`src/rtl/id_alu_issue.sv`:
```
// id_alu_issue: registered RV32I decode/issue stage producing ALU operands, opcode and writeback control.
module id_alu_issue #(
  parameter int CNT_W = 16
) (
  input  logic             clk,
  input  logic             rst_n,
  input  logic             in_valid,
  output logic             in_ready,
  input  logic [31:0]      instr,
  input  logic [31:0]      pc,
  input  logic [31:0]      rs1_data,
  input  logic [31:0]      rs2_data,
  input  logic             flush,
  output logic             out_valid,
  input  logic             out_ready,
  output logic [31:0]      op_a,
  output logic [31:0]      op_b,
  output logic [3:0]       alu_op,
  output logic [4:0]       rd,
  output logic             reg_write,
  output logic             illegal,
  output logic [CNT_W-1:0] illegal_cnt
);
  localparam logic [3:0] ADD = 4'd0, SUB = 4'd1, AND = 4'd2, OR = 4'd3, XOR = 4'd4,
                         SLL = 4'd5, SRL = 4'd6, SRA = 4'd7, SLT = 4'd8, SLTU = 4'd9;
  logic [6:0] opc, f7;
  logic [2:0] f3;
  logic [4:0] rdi;
  logic [31:0] imm_i, imm_s, imm_u, d_a, d_b;
  logic [3:0] f3_op, d_op;
  logic d_ok, d_wb, accept;
  assign opc = instr[6:0];
  assign rdi = instr[11:7];
  assign f3 = instr[14:12];
  assign f7 = instr[31:25];
  assign imm_i = {{20{instr[31]}}, instr[31:20]};
  assign imm_s = {{20{instr[31]}}, instr[31:25], instr[11:7]};
  assign imm_u = {instr[31:12], 12'b0};
  assign in_ready = !out_valid || out_ready;
  assign accept = in_valid && in_ready && !flush;
  always_comb begin
    case (f3)
      3'b000:  f3_op = ADD;
      3'b001:  f3_op = SLL;
      3'b010:  f3_op = SLT;
      3'b011:  f3_op = SLTU;
      3'b100:  f3_op = XOR;
      3'b101:  f3_op = SRL;
      3'b110:  f3_op = OR;
      default: f3_op = AND;
    endcase
  end
  always_comb begin
    d_a = '0;
    d_b = '0;
    d_op = ADD;
    d_ok = 1'b1;
    d_wb = 1'b0;
    case (opc)
      7'b0110011: begin
        d_a = rs1_data;
        d_b = rs2_data;
        d_wb = 1'b1;
        d_ok = f7 == 7'h00 || (f7 == 7'h20 && (f3 == 3'b000 || f3 == 3'b101));
        d_op = f7[5] ? (f3 == 3'b000 ? SUB : SRA) : f3_op;
      end
      7'b0010011: begin
        d_a = rs1_data;
        d_wb = 1'b1;
        d_b = (f3 == 3'b001 || f3 == 3'b101) ? {27'b0, instr[24:20]} : imm_i;
        d_ok = f3 == 3'b001 ? f7 == 7'h00 : f3 == 3'b101 ? (f7 == 7'h00 || f7 == 7'h20) : 1'b1;
        d_op = (f3 == 3'b101 && f7[5]) ? SRA : f3_op;
      end
      7'b0110111: begin
        d_b = imm_u;
        d_wb = 1'b1;
      end
      7'b0010111: begin
        d_a = pc;
        d_b = imm_u;
        d_wb = 1'b1;
      end
      7'b0000011: begin
        d_a = rs1_data;
        d_b = imm_i;
        d_wb = 1'b1;
      end
      7'b0100011: begin
        d_a = rs1_data;
        d_b = imm_s;
      end
      default: d_ok = 1'b0;
    endcase
  end
  always_ff @(posedge clk or negedge rst_n) begin
    if (!rst_n) begin
      out_valid <= 1'b0;
      op_a <= '0;
      op_b <= '0;
      alu_op <= ADD;
      rd <= '0;
      reg_write <= 1'b0;
      illegal <= 1'b0;
      illegal_cnt <= '0;
    end else begin
      out_valid <= flush ? 1'b0 : accept ? 1'b1 : out_ready ? 1'b0 : out_valid;
      if (accept) begin
        op_a <= d_ok ? d_a : '0;
        op_b <= d_ok ? d_b : '0;
        alu_op <= d_ok ? d_op : ADD;
        rd <= (d_ok && d_wb) ? rdi : '0;
        reg_write <= d_ok && d_wb && rdi != 5'd0;
        illegal <= !d_ok;
        if (!d_ok && illegal_cnt != '1) illegal_cnt <= illegal_cnt + CNT_W'(1);
      end
    end
  end
endmodule

```
`config.mk`:
```
export PLATFORM = sky130hd
export DESIGN_NAME = id_alu_issue
export DESIGN_NICKNAME = d
export VERILOG_FILES = /design/src/rtl/id_alu_issue.sv
export SDC_FILE = /design/constraint.sdc
export NUM_CORES = 1
export LEC_CHECK = 0
export BUFFER_PORTS_ARGS = -buffer_cell sky130_fd_sc_hd__clkbuf_2
export CORE_MARGIN = 2
export CORE_UTILIZATION = 47
export DETAILED_ROUTE_END_ITERATION = 7
export PLACE_DENSITY = 0.85
export SLEW_MARGIN = 20
export SYNTH_ARGS = -nofsm -noshare
export SYNTH_HDL_FRONTEND = slang
export SYNTH_SLANG_ARGS = --single-unit
```
`constraint.sdc`:
```
create_clock -name clk -period 2.52 [get_ports clk]
set_input_delay 0.504 -clock clk [delete_from_list [all_inputs] [get_ports clk]]
set_output_delay 0.504 -clock clk [all_outputs]
set_load 0.005 [all_outputs]
```
# After elaboration in Yosys (flattened, before gate mapping)
# Index checks and enable logic that the tools add are counted.
# totals
register_bits	92
out_inout_bits	93
# op_classes
reduce_logical	24
n_mux	19
n_eq_ne	14
add_sub_neg	1
# op_table
operator	n
$pmux 32 s5	1
$mux 32	3
$pmux 32 s2	1
$eq 7x6->1 const B	4
$pmux 4 s7	1
$add 16x1->16 const B	1
$ne 16x16->1 const B	1
$eq 7x5->1 const B	2
$mux 4	3
$eq 3x3->1 const B	3
$pmux 4 s2	1
$reduce_or 4->1	2
$eq 7x2->1 const B	1
$logic_and 1x1->1	7
$logic_not 7->1	1
$eq 3x2->1 const B	2
$mux 1	6
$logic_or 1x1->1	5
$mux 5	1
$reduce_bool 5->1	1
$reduce_or 5->1	1
$eq 3x1->1 const B	1
$logic_not 1->1	3
$logic_not 3->1	1
5 further kinds	5

# Depth between registers and ports, before layout
# Gate-level depths: netlist of the first run.
# logic_depth
ltp_word	8
mapped_depth	8
mapped_depth_nobuf	6

# Least setup slack after synthesis of the first run
# Ideal clock, no wire load.
# synth_path
kind	input to register
startpoint	in instr[6]
endpoint	reg op_b[16]
path_buffers	2
stages	7
required_ns	2.428
path_slack_ns	0.380
setup_ns	0.092
arrival_time_ns	2.048
cell_sequence	nand4bb_1 > or4_1 > or2_1 > and3_1 > buf_2 > buf_6 > o31ai_2
# synth_via
elab_chain_cells	4
elab_cells_between_ends	11
cone_classes	eq/ne: 6; mux: 3; reduce/logical: 2
# synth_lines
item	line	text
from (decl)	9	input logic [31:0] instr,
$eq 7x2->1 (tied with other cells)	59	case (opc)
$reduce_or 4->1 (no source line) / $reduce_or 2->1 (equally long branches)	n/a	
$pmux 1 s3 / $pmux 32 s5 (equally long branches)	59	
$mux 32 (*)	109	op_b <= d_ok ? d_b : '0;
to (signal assigned)	109	
to (decl)	17	output logic [31:0] op_b,
# Mark *: on every way between the ends. The rest lies on a longest branch, timed or not.
# A chain may end at the register's enable or synchronous reset.

# Final worst setup path of the first run
# layout_path
startpoint	reg illegal_cnt[0]
endpoint	reg illegal_cnt[14]
# layout_via
elab_chain_cells	3
elab_cells_between_ends	4
cone_classes	add/sub: 1; eq/ne: 1; reduce/logical: 2
# layout_lines
item	line	text
from (decl)	22	output logic [CNT_W-1:0] illegal_cnt
from (signal assigned)	114	if (!d_ok && illegal_cnt != '1) illegal_cnt <= illegal_cnt + CNT_W'(1);
parallel branches: the longest is 3 deep, another holds $add 16x1->16	n/a	
# Parallel ways; which one is timed is not known.

==> flow_summary_export.csv, run 1 <==
group,metric,value,unit
pwr,clkPwrFrac,0.325,
drt,route.antenna.remaining_nets,0,
clock_tree,clkSlewWorstSetupHoldPaths,90,ps
pwr,p_leak,3.04,nW
sta,finalSetupViolations,0,
grt,grt_pass1_vias,4285,
sta,slew-limit-headroom,0.538,
drt,wl,14200,um
drt,drc,0,
sta,period_minus_slack,2140,ps
sta,skew,8.40,ps
clock_tree,cts_buffers,9,
sta,slew_violations,0,
sta,fin_crit_sh,0.849,
pwr,p_sw_frac,0.278,
grt,grt-ovfl-total,0,
drt,vias,4809,
drt,first_pass_iters,8,
drt,viasPerCell,5.67,
clock_tree,h-tree-depth,3,
clock_tree,postCtsHoldBufs,0,
synthesis,synth_nets,626,
sta,fmax,0.468,GHz
cells_and_area,final_area,6160,um2
synthesis,syn_avg_cell_area,9.43,um2
worst_setup_path,cp_num_buf_inv,1,
clock_tree,cts.repair.resized,0,
drt,drtIter0Drc,306,
clock_tree,clk_latency,360,ps
grt,grt_pass1_wl,21400,um
synthesis,ys.warnings.count,0,
synthesis,syn_area,4640,um2
run_status,status,"completed",
worst_hold_path,hp-class,"in2async",
clock_tree,cts_root_buffer,"clkbuf_8",
synthesis,yosysSeqAreaShare,0.496,
worst_setup_path,slowest_delay,530,ps
sta,finalHoldViolCount,0,
pwr,seqPwrFrac,0.518,
worst_setup_path,path_max_fanout,11,
floorplanning,io_pins,226,
pwr,combPwrFrac,0.158,
cells_and_area,drive_gt1_frac,0.400,
sta,tightest_slew,691,ps
worst_setup_path,crit_arrival,2380,ps
worst_setup_path,crit_type,"reg2reg",
clock_tree,clock_sinks,92,
worst_setup_path,endpoint_kind,"flop",
placement,place_congestion,0.963,
worst_setup_path,start_kind,"flop",
floorplanning,die_w,103,um
floorplanning,rows,36,
synthesis,ys_ff_latch,92,
sta,rsz0062_at_grt,"false",
sta,setup_tns,0,ps
grt,track_usage,0.255,
worst_setup_path,worstPathRequired,2770,ps
placement,hpwlAfterDp,10600,um
grt,grt_max_degree,87,
worst_setup_path,slowest_stage,"or4_1",
pwr,vdd_drop_max,0.416,mV
cells_and_area,num_antenna_cells,0,
worst_setup_path,crit_chain,"ha_1 > nand4_1 > or4_1 > o2111a_1 > buf_4 > and3_1 > xor2_1",
placement,port_buffers,225,
floorplanning,dieArea,10700,um2
flow_run,cap_viol_max_count,0,
pwr,power_density,496,nW/um2
floorplanning,coreArea,9680,um2
synthesis,synthArstFlopShare,1.00,
worst_setup_path,cp_top_family,"simple AND/OR/NAND/NOR gates",
clock_tree,cts_setup_buffers,0,
drt,wl_per_cell,16.7,um
cells_and_area,nNetsFinal,844,
pwr,p_sw,0.000848,W
clock_tree,cts_tree,"yes",
placement,placed_area,5970,um2
pwr,p_int,0.00221,W
synthesis,synth_edf_count,0,
floorplanning,start_util,0.479,
grt,antenna_found_initial,0,
synthesis,synth_cell_types,45,
synthesis,synthFlopType,"dfrtp_1",
clock_tree,clock_path_buffers,2,
floorplanning,die_h,103,um
cells_and_area,synthToLayoutAreaGrowth,32.7,%
synthesis,syn_inst,492,
routing by layer:
layer / GRT usage / share of wire
met1: 0.349 / 0.41
met2: 0.417 / 0.51
met3: 0.0383 / 0.065
met4: 0.0870 / 0.020
met5: 0 / 0
flip-flops by register name (all words and copies together) (netlist names):
name / flops
illegal: 1
rd: 5
alu_op: 4
op_b: 32
illegal_cnt: 16
reg_write: 1
op_a: 32
out_valid: 1
worst register-to-register path, stage by stage (launching register included):
cell and delay (ps):
dfrtp_1 420, ha_1 200, nand4_1 150, or4_1 530, o2111a_1 220, buf_4 200
and3_1 180, xor2_1 140
cell type report:
| type | count | area, um2 |
|---|---|---|
| fillers | 827 | 3530 |
| flip-flops and latches | 92 | 2300 |
| repair buffers | 245 | 1320 |
| multi-input cells | 358 | 2170 |
| clock buffers | 10 | 128 |
| well taps | 133 | 166 |
| clock inverters | 6 | 63.8 |
| inverters | 4 | 15.0 |
through the flow:
step | worst slack [ps] | hold slack, ps | utilization | power, W | instances
floorplan | 380 | 208 | - | 0.00182 | 492
global placement | 138 | 461 | 0.616 | 0.00207 | 832
detailed placement | 60.5 | 473 | 0.616 | 0.00209 | 832
CTS | 367 | 84.4 | 0.636 | 0.00308 | 848
global route | 159 | 109 | 0.636 | 0.00320 | 848
finish | 381 | 85.6 | 0.636 | 0.00305 | 848
layout by cell type, fill, tap and decap left out, drive strengths merged, types with 14 or more instances in the layout:
| cell type | instances |
|---|---|
| dfrtp | 92 |
| o31ai | 21 |
| xnor2 | 14 |
| buf | 21 |
| a22oi | 39 |
| nand2 | 103 |
| a21oi | 21 |
| a31oi | 22 |
| clkbuf | 234 |
| o21ai | 53 |
cell usage after synthesis (all sizes together), types with 2 or more instances:
cell | instances | area, um2
nand2b | 3 | 18.8
or4 | 2 | 15.0
nor2 | 10 | 37.5
nor3 | 3 | 15.0
o21ai | 53 | 265
a32o | 7 | 70.1
and3 | 8 | 50.1
buf | 5 | 36.3
mux2 | 2 | 22.5
mux2i | 5 | 50.1
nand4 | 10 | 62.6
nand4b | 2 | 17.5
a31o | 2 | 17.5
nand3 | 10 | 50.1
nand3b | 3 | 22.5
o31ai | 21 | 248
clkbuf | 33 | 124
nand2 | 103 | 387
a21oi | 21 | 105
nor2b | 3 | 18.8
a31oi | 22 | 138
inv | 4 | 15.0
a22oi | 39 | 293
dfrtp | 92 | 2300
or2 | 2 | 12.5
xnor2 | 14 | 123
power by group through the flow:
| stage | clock, W | sequential, W | combinational [W] |
|---|---|---|---|
| after global placement | 0 | 0.00161 | 0.000461 |
| after detailed placement | 0 | 0.00161 | 0.000480 |
| after CTS | 0.00102 | 0.00158 | 0.000482 |
| final | 0.000992 | 0.00158 | 0.000481 |
| after floorplan | 0 | 0.00161 | 0.000211 |
| after global routing | 0.00108 | 0.00159 | 0.000534 |
cells by family after synthesis:
logic type                 after synthesis  share of synthesized area
AOI/OAI and AO/OA                      170                      0.257
and+or+nand+nor                        165                      0.163
xor gates and xnor gates                15                     0.0283
DFF                                     92                      0.496
muxes                                    7                     0.0156
adders and majority gates                1                    0.00269
buffers and inverters                   42                     0.0377
worst paths after layout:
check / slack [ps] / cells past startpoint / endpoint / from
setup reg to reg: 380 / 7 / illegal_cnt[14] / illegal_cnt[0]
hold reg to reg: 490 / 2 / op_a[7] / op_a[7]
max in group asynchronous: 1760 / 2 / illegal_cnt[15] / rst_n
min in group clk: 340 / 2 / out_valid / flush
setup / recovery: 380 / 7 / illegal_cnt[14] / illegal_cnt[0]
hold / removal: 90 / 1 / op_a[8] / rst_n
Note: power is estimated with default switching activity, not from simulation.
==> inputs of run 2 (changes only) <==
--- a/config.mk
+++ b/config.mk
@@ -7,9 +7,9 @@
 export LEC_CHECK = 0
 export BUFFER_PORTS_ARGS = -buffer_cell sky130_fd_sc_hd__clkbuf_2
 export CORE_MARGIN = 2
-export CORE_UTILIZATION = 47
+export CORE_UTILIZATION = 42
 export DETAILED_ROUTE_END_ITERATION = 7
-export PLACE_DENSITY = 0.85
+export PLACE_DENSITY = 0.81
 export SLEW_MARGIN = 20
 export SYNTH_ARGS = -nofsm -noshare
 export SYNTH_HDL_FRONTEND = slang
==> constraint.sdc (replaced) <==
create_clock -name clk -period 1.96 [get_ports clk]
set_input_delay 0.392 -clock clk [delete_from_list [all_inputs] [get_ports clk]]
set_output_delay 0.392 -clock clk [all_outputs]
set_load 0.005 [all_outputs]
==> flow_summary_export.csv, run 2 (synthesized netlist as in run 1, its figures left out) <==
group,metric,value,unit
pwr,p_int,0.00312,W
drt,drtIter0Drc,356,
clock_tree,cts_buffers,9,
clock_tree,cts_root_buffer,"clkbuf_8",
pwr,clkPwrFrac,0.342,
clock_tree,cts_tree,"yes",
floorplanning,rows,38,
worst_setup_path,path_max_fanout,12,
pwr,power,0.00426,W
sta,finalHoldViolCount,0,
flow_run,cap_viol_max_count,0,
drt,first_pass_iters,5,
pwr,combPwrFrac,0.188,
clock_tree,h-tree-depth,3,
sta,slew_violations,0,
worst_setup_path,crit_arrival,2180,ps
worst_setup_path,start_kind,"input pin",
cells_and_area,final_cell_mix,"clkbuf_2, nand2_1, dfrtp_1",
floorplanning,dieArea,11900,um2
run_status,status,"completed",
pwr,p_leak,3.26,nW
cells_and_area,multi_input_area,2210,um2
placement,place_ws,-329,ps
cells_and_area,num_antenna_cells,0,
worst_hold_path,hp-class,"in2async",
sta,finalSetupViolations,0,
cells_and_area,drive_gt1_frac,0.439,
clock_tree,clock_path_buffers,2,
sta,fmax,0.527,GHz
clock_tree,clock_sinks,92,
grt,grt_pass1_wl,21900,um
sta,fin_crit_sh,0.968,
pwr,power_density,649,nW/um2
cells_and_area,layout_commonest_cell,"clkbuf_2",
drt,viasPerCell,5.44,
grt,antenna_found_initial,0,
worst_setup_path,slowest_stage,"a311o_2",
cells_and_area,top_regs,"op_a: 32 flops, op_b: 32 flops, illegal_cnt: 16 flops",
floorplanning,die_h,109,um
worst_setup_path,crit_chain,"clkbuf_2 > nand4bb_4 > or4_1 > or2_1 > a311o_2 > o21ai_0",
pwr,p_sw,0.00114,W
worst_setup_path,slowest_delay,520,ps
drt,vias,4849,
sta,tightest_slew,512,ps
grt,grt-ovfl-total,0,
worst_setup_path,worstPathRequired,2240,ps
sta,slew-limit-headroom,0.658,
sta,skew,8.87,ps
sta,rsz0062_at_grt,"true",
placement,place_congestion,0.985,
sta,period_minus_slack,1900,ps
clock_tree,clkSlewWorstSetupHoldPaths,90,ps
worst_setup_path,cp_top_family,"simple AND/OR/NAND/NOR gates",
placement,port_buffers,225,
worst_setup_path,endpoint_kind,"flop",
cells_and_area,nNetsFinal,881,
pwr,seqPwrFrac,0.471,
grt,track_usage,0.235,
clock_tree,clk_latency,370,ps
worst_setup_path,crit_type,"in2reg",
worst_setup_path,r2r_slack,100,ps
drt,drc,0,
worst_setup_path,cp_num_buf_inv,1,
pwr,vdd_drop_max,0.545,mV
floorplanning,die_w,109,um
drt,wl_per_cell,16.0,um
cells_and_area,fillers,927,
cells_and_area,synthToLayoutAreaGrowth,41.5,%
floorplanning,io_pins,226,
drt,wl,14300,um
sta,setup_ws,62.4,ps
floorplanning,coreArea,10800,um2
pwr,p_sw_frac,0.268,
floorplanning,start_util,0.430,
grt,grt_pass1_vias,4595,
cells_and_area,regArea,2300,um2
placement,hpwlAfterDp,10500,um
drt,route.antenna.remaining_nets,0,
grt,grt_max_degree,96,
run 2: layout make-up:
| type | count | share of cell area |
|---|---|---|
| timing repair buffer | 282 | 0.250 |
| sequential | 92 | 0.351 |
| clock inverter | 5 | 0.0128 |
| inverter | 4 | 0.00229 |
| clock buffer | 11 | 0.0215 |
| tap | 140 | 0.0267 |
| multi-input combinational | 358 | 0.336 |
run 2: per-stage QoR:
| stage | hold WS (ps) | instances | utilization | instance area (um2) | TNS [ps] |
|---|---|---|---|---|---|
| after floorplan | 96.4 | 492 | - | 4680 | -663 |
| after global placement | 461 | 873 | 0.583 | 6300 | -20160 |
| after detailed placement | 470 | 873 | 0.583 | 6300 | -19200 |
| after CTS | 79.2 | 890 | 0.605 | 6530 | 0 |
| after global routing | 83.0 | 892 | 0.609 | 6570 | -27.8 |
| final | 28.2 | 892 | 0.609 | 6570 | 0 |
run 2: power by group through the flow:
stage	Sequential (W)	Clock, W	Combinational [W]
floorplan	0.00207	0	0.000274
global placement	0.00204	0	0.000724
detailed placement	0.00204	0	0.000758
CTS	0.00200	0.00148	0.000780
global route	0.00202	0.00155	0.000877
finish	0.00200	0.00146	0.000799
run 2: timing repair:
item / in CTS / in global routing
buffers inserted: 1 / 2
hold buffers: 0 / 0
endpoints found under the setup margin: 3 / 38
pin swaps: 0 / 3
resized for setup: 2 / 6
run 2: routing by layer:
metal  global-route usage  routed length [um]  vias to the layer above
met5                    0                   0                        -
li1                     -                   -                     2306
met2                0.394                7190                      184
met3               0.0353                 781                       22
met1                0.300                6000                     2337
met4                0.106                 295                        0
run 2: worst paths after layout:
| check | startpoint | to | depth (start not counted) |
|---|---|---|---|
| max | instr[6] | op_b[1] | 6 |
| min | rst_n | rd[1] | 2 |
| max reg2reg | illegal_cnt[1] | illegal_cnt[14] | 7 |
| min reg2reg | op_a[30] | op_a[30] | 2 |
| max in group asynchronous | rst_n | op_b[13] | 2 |
| min in group clk | flush | out_valid | 2 |
==> inputs of run 3 (changes only) <==
--- a/config.mk
+++ b/config.mk
@@ -6,10 +6,12 @@
 export NUM_CORES = 1
 export LEC_CHECK = 0
 export BUFFER_PORTS_ARGS = -buffer_cell sky130_fd_sc_hd__clkbuf_2
+export CELL_PAD_IN_SITES_DETAIL_PLACEMENT = 1
+export CELL_PAD_IN_SITES_GLOBAL_PLACEMENT = 2
 export CORE_MARGIN = 2
-export CORE_UTILIZATION = 42
+export CORE_UTILIZATION = 23
 export DETAILED_ROUTE_END_ITERATION = 7
-export PLACE_DENSITY = 0.81
+export PLACE_DENSITY = 0.79
 export SLEW_MARGIN = 20
 export SYNTH_ARGS = -nofsm -noshare
 export SYNTH_HDL_FRONTEND = slang
==> flow_summary_export.csv, run 3 (synthesized netlist as in run 1, its figures left out) <==
group,metric,value,unit
worst_setup_path,slowest_delay,440,ps
clock_tree,clk_latency,350,ps
pwr,vdd_drop_max,0.407,mV
worst_setup_path,crit_arrival,2100,ps
worst_setup_path,endpoint_kind,"flop",
cells_and_area,final_cell_mix,"clkbuf_2, nand2_1, dfrtp_1",
sta,slew-limit-headroom,0.753,
cells_and_area,fillers,2371,
worst_setup_path,slowest_stage,"or4_4",
grt,grt_max_degree,45,
cells_and_area,final_util,0.353,
cells_and_area,layout_commonest_cell,"clkbuf_2",
clock_tree,clock_path_buffers,2,
sta,fin_crit_sh,0.951,
grt,grt_pass1_vias,4884,
drt,drc,0,
worst_setup_path,crit_chain,"ha_4 > nand4_1 > or4_4 > o2111a_2 > nand2_2 > mux2_2",
worst_setup_path,path_max_fanout,4,
sta,period_minus_slack,1860,ps
worst_setup_path,r2r_slack,100,ps
sta,skew,6.70,ps
clock_tree,cts_root_buffer,"clkbuf_16",
drt,drtIter0Drc,190,
sta,finalSetupViolations,0,
drt,route.antenna.remaining_nets,0,
drt,wl_per_cell,17.1,um
worst_hold_path,hp-class,"in2reg",
run_status,status,"completed",
cells_and_area,synthToLayoutAreaGrowth,49.6,%
drt,first_pass_iters,4,
grt,antenna_found_initial,0,
cells_and_area,top_regs,"op_a: 32 flops, op_b: 32 flops, illegal_cnt: 16 flops",
grt,track_usage,0.162,
worst_setup_path,crit_type,"reg2reg",
clock_tree,h-tree-depth,3,
placement,place_congestion,0.817,
floorplanning,coreArea,19700,um2
placement,place_ws,-328,ps
sta,finalHoldViolCount,0,
drt,wl,17500,um
flow_run,cap_viol_max_count,0,
grt,grt-ovfl-total,0,
sta,setup_ws,95.8,ps
cells_and_area,drive_gt1_frac,0.448,
worst_setup_path,start_kind,"flop",
worst_setup_path,worstPathRequired,2200,ps
clock_tree,cts_buffers,9,
floorplanning,dieArea,21300,um2
placement,port_buffers,225,
sta,rsz0062_at_grt,"false",
cells_and_area,num_antenna_cells,0,
sta,tightest_slew,370,ps
pwr,p_leak,3.38,nW
sta,fmax,0.536,GHz
floorplanning,io_pins,226,
drt,vias,4843,
drt,viasPerCell,4.71,
floorplanning,start_util,0.236,
cells_and_area,nNetsFinal,893,
floorplanning,rows,51,
pwr,power_density,710,nW/um2
clock_tree,clock_sinks,92,
sta,setup_tns,0,ps
grt,grt_pass1_wl,27700,um
placement,hpwlAfterDp,13600,um
sta,hold_ws,219,ps
sta,slew_violations,0,
clock_tree,cts_tree,"yes",
pwr,power,0.00493,W
clock_tree,clkSlewWorstSetupHoldPaths,70,ps
floorplanning,die_w,146,um
floorplanning,die_h,146,um
-- run 3: worst max-delay path, delay by kind of cell, from the launching register on --
| kind | cells | cell delay, ps |
|---|---|---|
| AND/OR/NAND/NOR | 3 | 670 |
| flip-flops | 1 | 410 |
| multiplexers | 1 | 320 |
| AO/OA/AOI/OAI | 1 | 190 |
| adder cells (fa/ha/maj) | 1 | 160 |
-- run 3: power by group --
| part | total (W) | switching, W | internal, W |
|---|---|---|---|
| sequential | 0.00201 | 0.0000482 | 0.00196 |
| clock | 0.00208 | 0.000764 | 0.00132 |
| combinational | 0.000836 | 0.000416 | 0.000421 |
-- run 3: routing by layer --
layer / track usage / up-vias / routed length (um)
li1: - / 2330 / -
met1: 0.216 / 2352 / 7860
met2: 0.266 / 141 / 8440
met3: 0.0325 / 20 / 859
met4: 0.0510 / 0 / 390
met5: 0 / - / 0
-- run 3: final cells by class --
type	instances	area [um2]	share of cell area
flip-flops and latches	92	2300	0.332
multi-input cells	358	2210	0.319
repair buffers	294	1730	0.249
well taps	265	332	0.0478
clock buffers	12	256	0.0369
clock inverters	4	95.1	0.0137
inverters	4	15.0	0.00216
-- run 3: final timing paths --
kind | startpoint | end | cells past startpoint
min in group asynchronous | rst_n | rd[3] | 2
hold reg to reg | op_a[31] | op_a[31] | 2
setup reg to reg | illegal_cnt[1] | illegal_cnt[1] | 6
max in group asynchronous | rst_n | op_a[16] | 3
setup / recovery | illegal_cnt[1] | illegal_cnt[1] | 6
hold / removal | flush | out_valid | 2
-- run 3: repair_timing --
| item | CTS | global route |
|---|---|---|
| endpoints found under the hold margin | 22 | 0 |
| gates resized for setup | 4 | 8 |
| setup endpoints to repair | 13 | 25 |
| hold buffers | 1 | 0 |
| setup buffers | 1 | 1 |
| pin swaps | 3 | 1 |
-- run 3: through the flow --
stage	instances	instance area (um2)
2_1_floorplan	492	4680
3_3_place_gp	1010	6530
3_5_place_dp	1010	6530
4_1_cts	1028	6910
5_1_grt	1029	6940
6_report	1029	6940
